File: config.mk
export PLATFORM = sky130hd
export DESIGN_NAME = alu_share_arbiter_flat
export DESIGN_NICKNAME = d
export VERILOG_FILES = /design/src/rtl/alu_share_arbiter_if.sv /design/src/rtl/alu_share_arbiter.sv /design/src/flat_wrapper.sv
export SDC_FILE = /design/constraint.sdc
export NUM_CORES = 1
export LEC_CHECK = 0
export CORE_AREA = 8 8 105 107
export CTS_CLUSTER_SIZE = 28
export DETAILED_ROUTE_END_ITERATION = 8
export DIE_AREA = 0 0 113 115
export PLACE_DENSITY = 0.73
export SYNTH_ARGS = -nofsm -noshare
export SYNTH_HDL_FRONTEND = slang
export SYNTH_SLANG_ARGS = --single-unit
File: constraint.sdc
create_clock -name clk -period 3.5 [get_ports clk]
set_clock_uncertainty 0.15 [all_clocks]
set_input_delay 0.7 -clock clk [delete_from_list [all_inputs] [get_ports clk]]
set_output_delay 0.7 -clock clk [all_outputs]
set_load 0.01 [all_outputs]
File: src/rtl/alu_share_arbiter_if.sv
// Request and response bundle shared between the ALU arbiter and its requesters/consumer.
// master = requester/consumer side, slave = arbiter side.
interface alu_share_arbiter_if #(
  parameter int NUM_REQ = 2,
  parameter int IDW     = $clog2(NUM_REQ)
);
  logic [NUM_REQ-1:0]    req_valid;
  logic [NUM_REQ-1:0]    req_ready;
  logic [NUM_REQ*32-1:0] req_rs1;
  logic [NUM_REQ*32-1:0] req_rs2;
  logic [NUM_REQ*5-1:0]  req_ctrl;
  logic                  rsp_valid;
  logic                  rsp_ready;
  logic [IDW-1:0]        rsp_id;
  logic [31:0]           rsp_data;
  logic                  rsp_flag;

  modport master (
    output req_valid, req_rs1, req_rs2, req_ctrl, rsp_ready,
    input  req_ready, rsp_valid, rsp_id, rsp_data, rsp_flag
  );

  modport slave (
    input  req_valid, req_rs1, req_rs2, req_ctrl, rsp_ready,
    output req_ready, rsp_valid, rsp_id, rsp_data, rsp_flag
  );
endinterface

File: src/rtl/alu_share_arbiter.sv
// Round-robin share of one combinational ALU among NUM_REQ requesters, result in a one-entry buffer.
// Latency: one cycle from request acceptance to rsp_valid; one op per cycle while rsp_ready=1.
// Backpressure: buffer FULL with rsp_ready=0 deasserts every req_ready and freezes buffer and pointer.
module alu_share_arbiter #(
  parameter int NUM_REQ = 2,
  parameter int IDW     = $clog2(NUM_REQ)
) (
  input  logic                clk,
  input  logic                rst,
  alu_share_arbiter_if.slave  bus,
  output logic [31:0]         alu_rs1_data,
  output logic [31:0]         alu_rs2_data,
  output logic [4:0]          a_ctrl,
  input  logic [31:0]         alu_out,
  input  logic                zero_flag
);

  logic [IDW-1:0]     rr_ptr;
  logic [IDW-1:0]     win;
  logic [IDW-1:0]     win_nxt;
  logic [NUM_REQ-1:0] grant;
  logic [NUM_REQ-1:0] hi_mask;
  logic [NUM_REQ-1:0] hi_req;
  logic               found;
  logic               can_accept;
  logic               xfer;

  logic               rsp_valid_q;
  logic [IDW-1:0]     rsp_id_q;
  logic [31:0]        rsp_data_q;
  logic               rsp_flag_q;

  assign can_accept = !rsp_valid_q || bus.rsp_ready;

  // Requests at or above the pointer get first pick; the rest cover the wrap-around.
  always_comb begin
    hi_mask = '0;
    for (int i = 0; i < NUM_REQ; i++) begin
      hi_mask[i] = (IDW'(i) >= rr_ptr);
    end
  end

  assign hi_req = bus.req_valid & hi_mask;

  always_comb begin
    found = 1'b0;
    win   = '0;
    if (can_accept && !rst) begin
      for (int i = 0; i < NUM_REQ; i++) begin
        if (!found && hi_req[i]) begin
          found = 1'b1;
          win   = IDW'(i);
        end
      end
      for (int i = 0; i < NUM_REQ; i++) begin
        if (!found && bus.req_valid[i]) begin
          found = 1'b1;
          win   = IDW'(i);
        end
      end
    end
  end

  always_comb begin
    grant        = '0;
    alu_rs1_data = '0;
    alu_rs2_data = '0;
    a_ctrl       = '0;
    for (int i = 0; i < NUM_REQ; i++) begin
      if (found && (win == IDW'(i))) begin
        grant[i]     = 1'b1;
        alu_rs1_data = bus.req_rs1[i*32 +: 32];
        alu_rs2_data = bus.req_rs2[i*32 +: 32];
        a_ctrl       = bus.req_ctrl[i*5 +: 5];
      end
    end
  end

  assign xfer    = found;
  assign win_nxt = (win == IDW'(NUM_REQ - 1)) ? '0 : win + IDW'(1);

  // A push takes priority over a pop, so a same-cycle pop+push simply overwrites the entry.
  always_ff @(posedge clk) begin
    if (rst) begin
      rsp_valid_q <= 1'b0;
      rsp_id_q    <= '0;
      rsp_data_q  <= '0;
      rsp_flag_q  <= 1'b0;
      rr_ptr      <= '0;
    end else if (xfer) begin
      rsp_valid_q <= 1'b1;
      rsp_id_q    <= win;
      rsp_data_q  <= alu_out;
      rsp_flag_q  <= zero_flag;
      rr_ptr      <= win_nxt;
    end else if (bus.rsp_ready) begin
      rsp_valid_q <= 1'b0;
    end
  end

  assign bus.req_ready = grant;
  assign bus.rsp_valid = rsp_valid_q;
  assign bus.rsp_id    = rsp_id_q;
  assign bus.rsp_data  = rsp_data_q;
  assign bus.rsp_flag  = rsp_flag_q;

endmodule

File: src/flat_wrapper.sv
// flat-port wrapper written by rule: the top's interface ports become plain ports
module alu_share_arbiter_flat 
#(
  parameter int NUM_REQ = 2,
  parameter int IDW     = $clog2(NUM_REQ)
)
  (clk, rst, alu_rs1_data, alu_rs2_data, a_ctrl, alu_out, zero_flag, bus_req_valid, bus_req_rs1, bus_req_rs2, bus_req_ctrl, bus_rsp_ready, bus_req_ready, bus_rsp_valid, bus_rsp_id, bus_rsp_data, bus_rsp_flag);
  alu_share_arbiter_if #(.NUM_REQ(NUM_REQ), .IDW(IDW)) bus_i ();
  input  logic clk;
  input  logic rst;
  output logic [31:0] alu_rs1_data;
  output logic [31:0] alu_rs2_data;
  output logic [4:0] a_ctrl;
  input  logic [31:0] alu_out;
  input  logic zero_flag;
  input wire logic [$bits(bus_i.req_valid)-1:0] bus_req_valid;
  input wire logic [$bits(bus_i.req_rs1)-1:0] bus_req_rs1;
  input wire logic [$bits(bus_i.req_rs2)-1:0] bus_req_rs2;
  input wire logic [$bits(bus_i.req_ctrl)-1:0] bus_req_ctrl;
  input wire logic [$bits(bus_i.rsp_ready)-1:0] bus_rsp_ready;
  output wire logic [$bits(bus_i.req_ready)-1:0] bus_req_ready;
  output wire logic [$bits(bus_i.rsp_valid)-1:0] bus_rsp_valid;
  output wire logic [$bits(bus_i.rsp_id)-1:0] bus_rsp_id;
  output wire logic [$bits(bus_i.rsp_data)-1:0] bus_rsp_data;
  output wire logic [$bits(bus_i.rsp_flag)-1:0] bus_rsp_flag;
  assign bus_i.req_valid = bus_req_valid;
  assign bus_i.req_rs1 = bus_req_rs1;
  assign bus_i.req_rs2 = bus_req_rs2;
  assign bus_i.req_ctrl = bus_req_ctrl;
  assign bus_i.rsp_ready = bus_rsp_ready;
  assign bus_req_ready = bus_i.req_ready;
  assign bus_rsp_valid = bus_i.rsp_valid;
  assign bus_rsp_id = bus_i.rsp_id;
  assign bus_rsp_data = bus_i.rsp_data;
  assign bus_rsp_flag = bus_i.rsp_flag;
  alu_share_arbiter #(.NUM_REQ(NUM_REQ), .IDW(IDW)) u_core (.clk(clk), .rst(rst), .bus(bus_i), .alu_rs1_data(alu_rs1_data), .alu_rs2_data(alu_rs2_data), .a_ctrl(a_ctrl), .alu_out(alu_out), .zero_flag(zero_flag));
endmodule
==> reports/metrics.csv <==
stage,metric,value,unit
outcome,status,"complete, no violations",
power_and_ir_drop,NetSw,0.3732,mW
cells_and_area,FILL cells,884,
cells_and_area,P&R area growth vs syn,136.2,%
synthesis,cell taking the most area after synthesis,dfxtp_1,
timing,final hold vios,0,
power_and_ir_drop,leakage power,2.295,nW
cts,Num Clock Sinks,36,
cells_and_area,final instance area,5304,sq um
cts,CTS buffer count,5,
grt,initial antenna violation count,1,
cts,H-tree depth,2,
timing,"Slew Viols, Final",0,
cells_and_area,storage element area,720.7,sq um
drt,DRT antenna net count,0,
timing,relative slew slack,66.50,%
synthesis,sequential area share after synthesis,32.09,%
worst_setup_path,critical path type,input port to output pin,
cells_and_area,Multi-input gate area,1316,sq um
grt,global-route wire length before repair,20.18,mm
grt,met1 usage,21.02,%
power_and_ir_drop,logic gate share of total power,45.1,%
synthesis,"Distinct cells, synth",21,
run,max-cap viol count,0,
synthesis,"EDFF count, synth",0,
floorplan,Cell Rows,36,
power_and_ir_drop,pwr dens,250.7,nW/um^2
power_and_ir_drop,clock power share,20.9,%
worst_setup_path,Critical-path top delay cell,clkdlybuf4s50_1,
grt,GR peak layer,met2,
drt,first-iteration detailed-routing DRC count,223,
floorplan,chip width,113,microns
worst_setup_path,CP arrival,2.57,ns
grt,met2 Use GR,37.26,%
power_and_ir_drop,Sw Share,28.07,%
timing,Final Cycle Share,97.80,%
synthesis,cell with the most instances after synthesis,a22o_1,
placement,IO buf count,281,
cells_and_area,fin util,56.07,%
grt,met3 GRT Util,6.303,%
synthesis,Synth Area per Inst,8.984,sq um
floorplan,core area,9459,sq um
synthesis,#FFs+latches synth,36,
synthesis,Synth Flop Type,dfxtp_1,
timing,fmax,292.1,MHz
worst_setup_path,crit-path cells,"clkdlybuf4s50_1, and2_4, nor4b_4, buf_4, buf_4, a22o_1, clkdlybuf4s50_1",
grt,largest net degree at the start of global routing,68,
timing,Tmin final,3.423,ns
floorplan,Top Ports,282,
cts,Longest Clk Path Bufs,2,
placement,gpl congestion,0.9397,
grt,GR Overflow Total,0,
worst_setup_path,Startpoint Class,input port,
placement,post-DP HPWL,11.64,mm
drt,drt total wl,14.19,mm
floorplan,die height,115,microns
timing,RSZ-0062 raised after global routing,yes,
floorplan,Initial Utilization,23.74,%
synthesis,post-synthesis cell count,250,
cells_and_area,layout cell share with drive strength beyond 1,5.950,%
timing,Setup-failing EPs final,0,
drt,DRC violations left,0,
cts,hold buffers post-CTS,0,
cts,Worst-Skew Late Latency,0.28,ns
cts,CTS tree,yes,
timing,worst-margin pin slew,0.5025,ns
cells_and_area,post-layout net count,697,
cts,root buffer cell,clkbuf_8,
worst_setup_path,crit-path max FO,13,
drt,Via density,5.022,
worst_setup_path,CP Data Required Time,2.65,ns
synthesis,yosys warns,0,
synthesis,Commonest cells post-synth,"a22o_1 (68), dfxtp_1 (36), a21oi_1 (35)",
synthesis,Post-Syn Nets,426,
worst_setup_path,CP peak stage delay,0.54,ns
worst_setup_path,Reg2Reg Setup Slack,2.05,ns
power_and_ir_drop,sequential share of power,34.0,%
grt,vias in the first global route,3294,
drt,Vias,3194,
synthesis,async set-or-reset flop fraction in the synthesized netlist,0,%
drt,First-pass DRT Iterations,4,
floorplan,Die ar.,13000,sq um
power_and_ir_drop,Internal Power,0.9564,mW
synthesis,dominant cells by area after synthesis,"dfxtp_1 (32%), a22o_1 (27%), nand3b_1 (11%)",
power_and_ir_drop,VDD IR max,325.5,uV
hold_path,HP Class,register to register,
synthesis,Synth top area share,32.09,%
worst_setup_path,CP Capture Type,output pin,
placement,dpl cells,626,
synthesis,synthesized area,2246,sq um
cts,clock-pin slew on the worst setup and hold paths,0.07,ns
drt,Avg WL per Cell,22.31,microns
grt,total track usage,20.20,%
placement,Area after DPL,5137,sq um
cells_and_area,Post-Layout Cell Count,636,
[power groups by stage]
stage               combinational, mW  clock, mW  sequential (mW)
floorplan                       0.187          0            0.473
global placement                0.597          0            0.459
detailed placement              0.604          0            0.461
CTS                             0.608      0.292            0.452
global route                    0.637      0.306            0.455
finish                          0.600      0.278            0.452
[critical path: cells and delay by family]
kind	cells	cell delay, ns
and+or+nand+nor	2	0.37
buffers and inverters	4	1.33
AOI/OAI and AO/OA	1	0.16
[state kept, by name, indices dropped and copies added, names as in the netlist]
name,flops
u_core.bus.rsp_data,32
u_core.rr_ptr,1
u_core.bus.rsp_flag,1
u_core.bus.rsp_id,1
u_core.bus.rsp_valid,1
[cells by family after synthesis]
| logic type | share of synthesized area, % |
|---|---|
| simple gates | 13.54 |
| buf+inv | 10.47 |
| compound gates | 43.90 |
| flops | 32.09 |
[timing repair]
| item | CTS | global route |
|---|---|---|
| pin swaps | 1 | 0 |
| gates cloned | 1 | 0 |
| setup endpoints to repair | 54 | 34 |
| buffers inserted | 0 | 1 |
| gates resized for setup | 13 | 20 |
| endpoints found under the hold margin | 0 | 0 |
[worst paths after layout]
path,from,cells past startpoint,endpoint
setup / recovery,bus_req_valid[1],7,alu_rs1_data[6]
setup reg to reg,u_core.bus.rsp_valid$_SDFFE_PP0P_,4,u_core.bus.rsp_id$_SDFFE_PP0P_
hold / removal,u_core.bus.rsp_data[19]$_SDFFE_PP0P_,2,u_core.bus.rsp_data[19]$_SDFFE_PP0P_
hold reg to reg,u_core.bus.rsp_data[19]$_SDFFE_PP0P_,2,u_core.bus.rsp_data[19]$_SDFFE_PP0P_
[placed cells by master (no fill, tap or decap), types with 3 or more instances in the layout]
cell,Yosys,routed
o21ai_1,4,4
clkdlybuf4s50_1,0,251
dfxtp_1,36,36
a22o_4,1,3
buf_12,0,4
nand3b_1,33,33
dlygate4sd2_1,0,11
dlymetal6s2s_1,0,19
buf_4,0,11
clkbuf_8,1,5
o21ai_0,30,30
a22o_1,68,66
a21oi_1,35,35
[cell type report]
type	instances	area share, %
sequential	36	13.59
multi-input combinational	179	24.82
clock inverter	1	0.09436
inverter	2	0.1415
tap	114	2.689
antenna	1	0.04718
clock buffer	6	1.368
timing repair buffer	297	57.25
[metrics by stage]
stage | power, mW | hold slack, ns | setup TNS [ns] | setup slack (ns)
4_1_cts | 1.352 | 0.3263 | 0 | 0.04461
3_5_place_dp | 1.065 | 0.3164 | -1.617 | -0.1502
5_1_grt | 1.398 | 0.3442 | -0.04695 | -0.02130
3_3_place_gp | 1.057 | 0.3102 | -0.9475 | -0.1354
2_1_floorplan | 0.6598 | 0.3484 | 0 | 0.9261
6_report | 1.330 | 0.3260 | 0 | 0.07700
[per-layer routing]
metal  up-vias  routed length [microns]
li1       1509                        -
met1      1500                     5300
met2       165                     7291
met3        20                     1155
met4         0                      444
met5         -                        0
(Power assumes the default switching activity.)
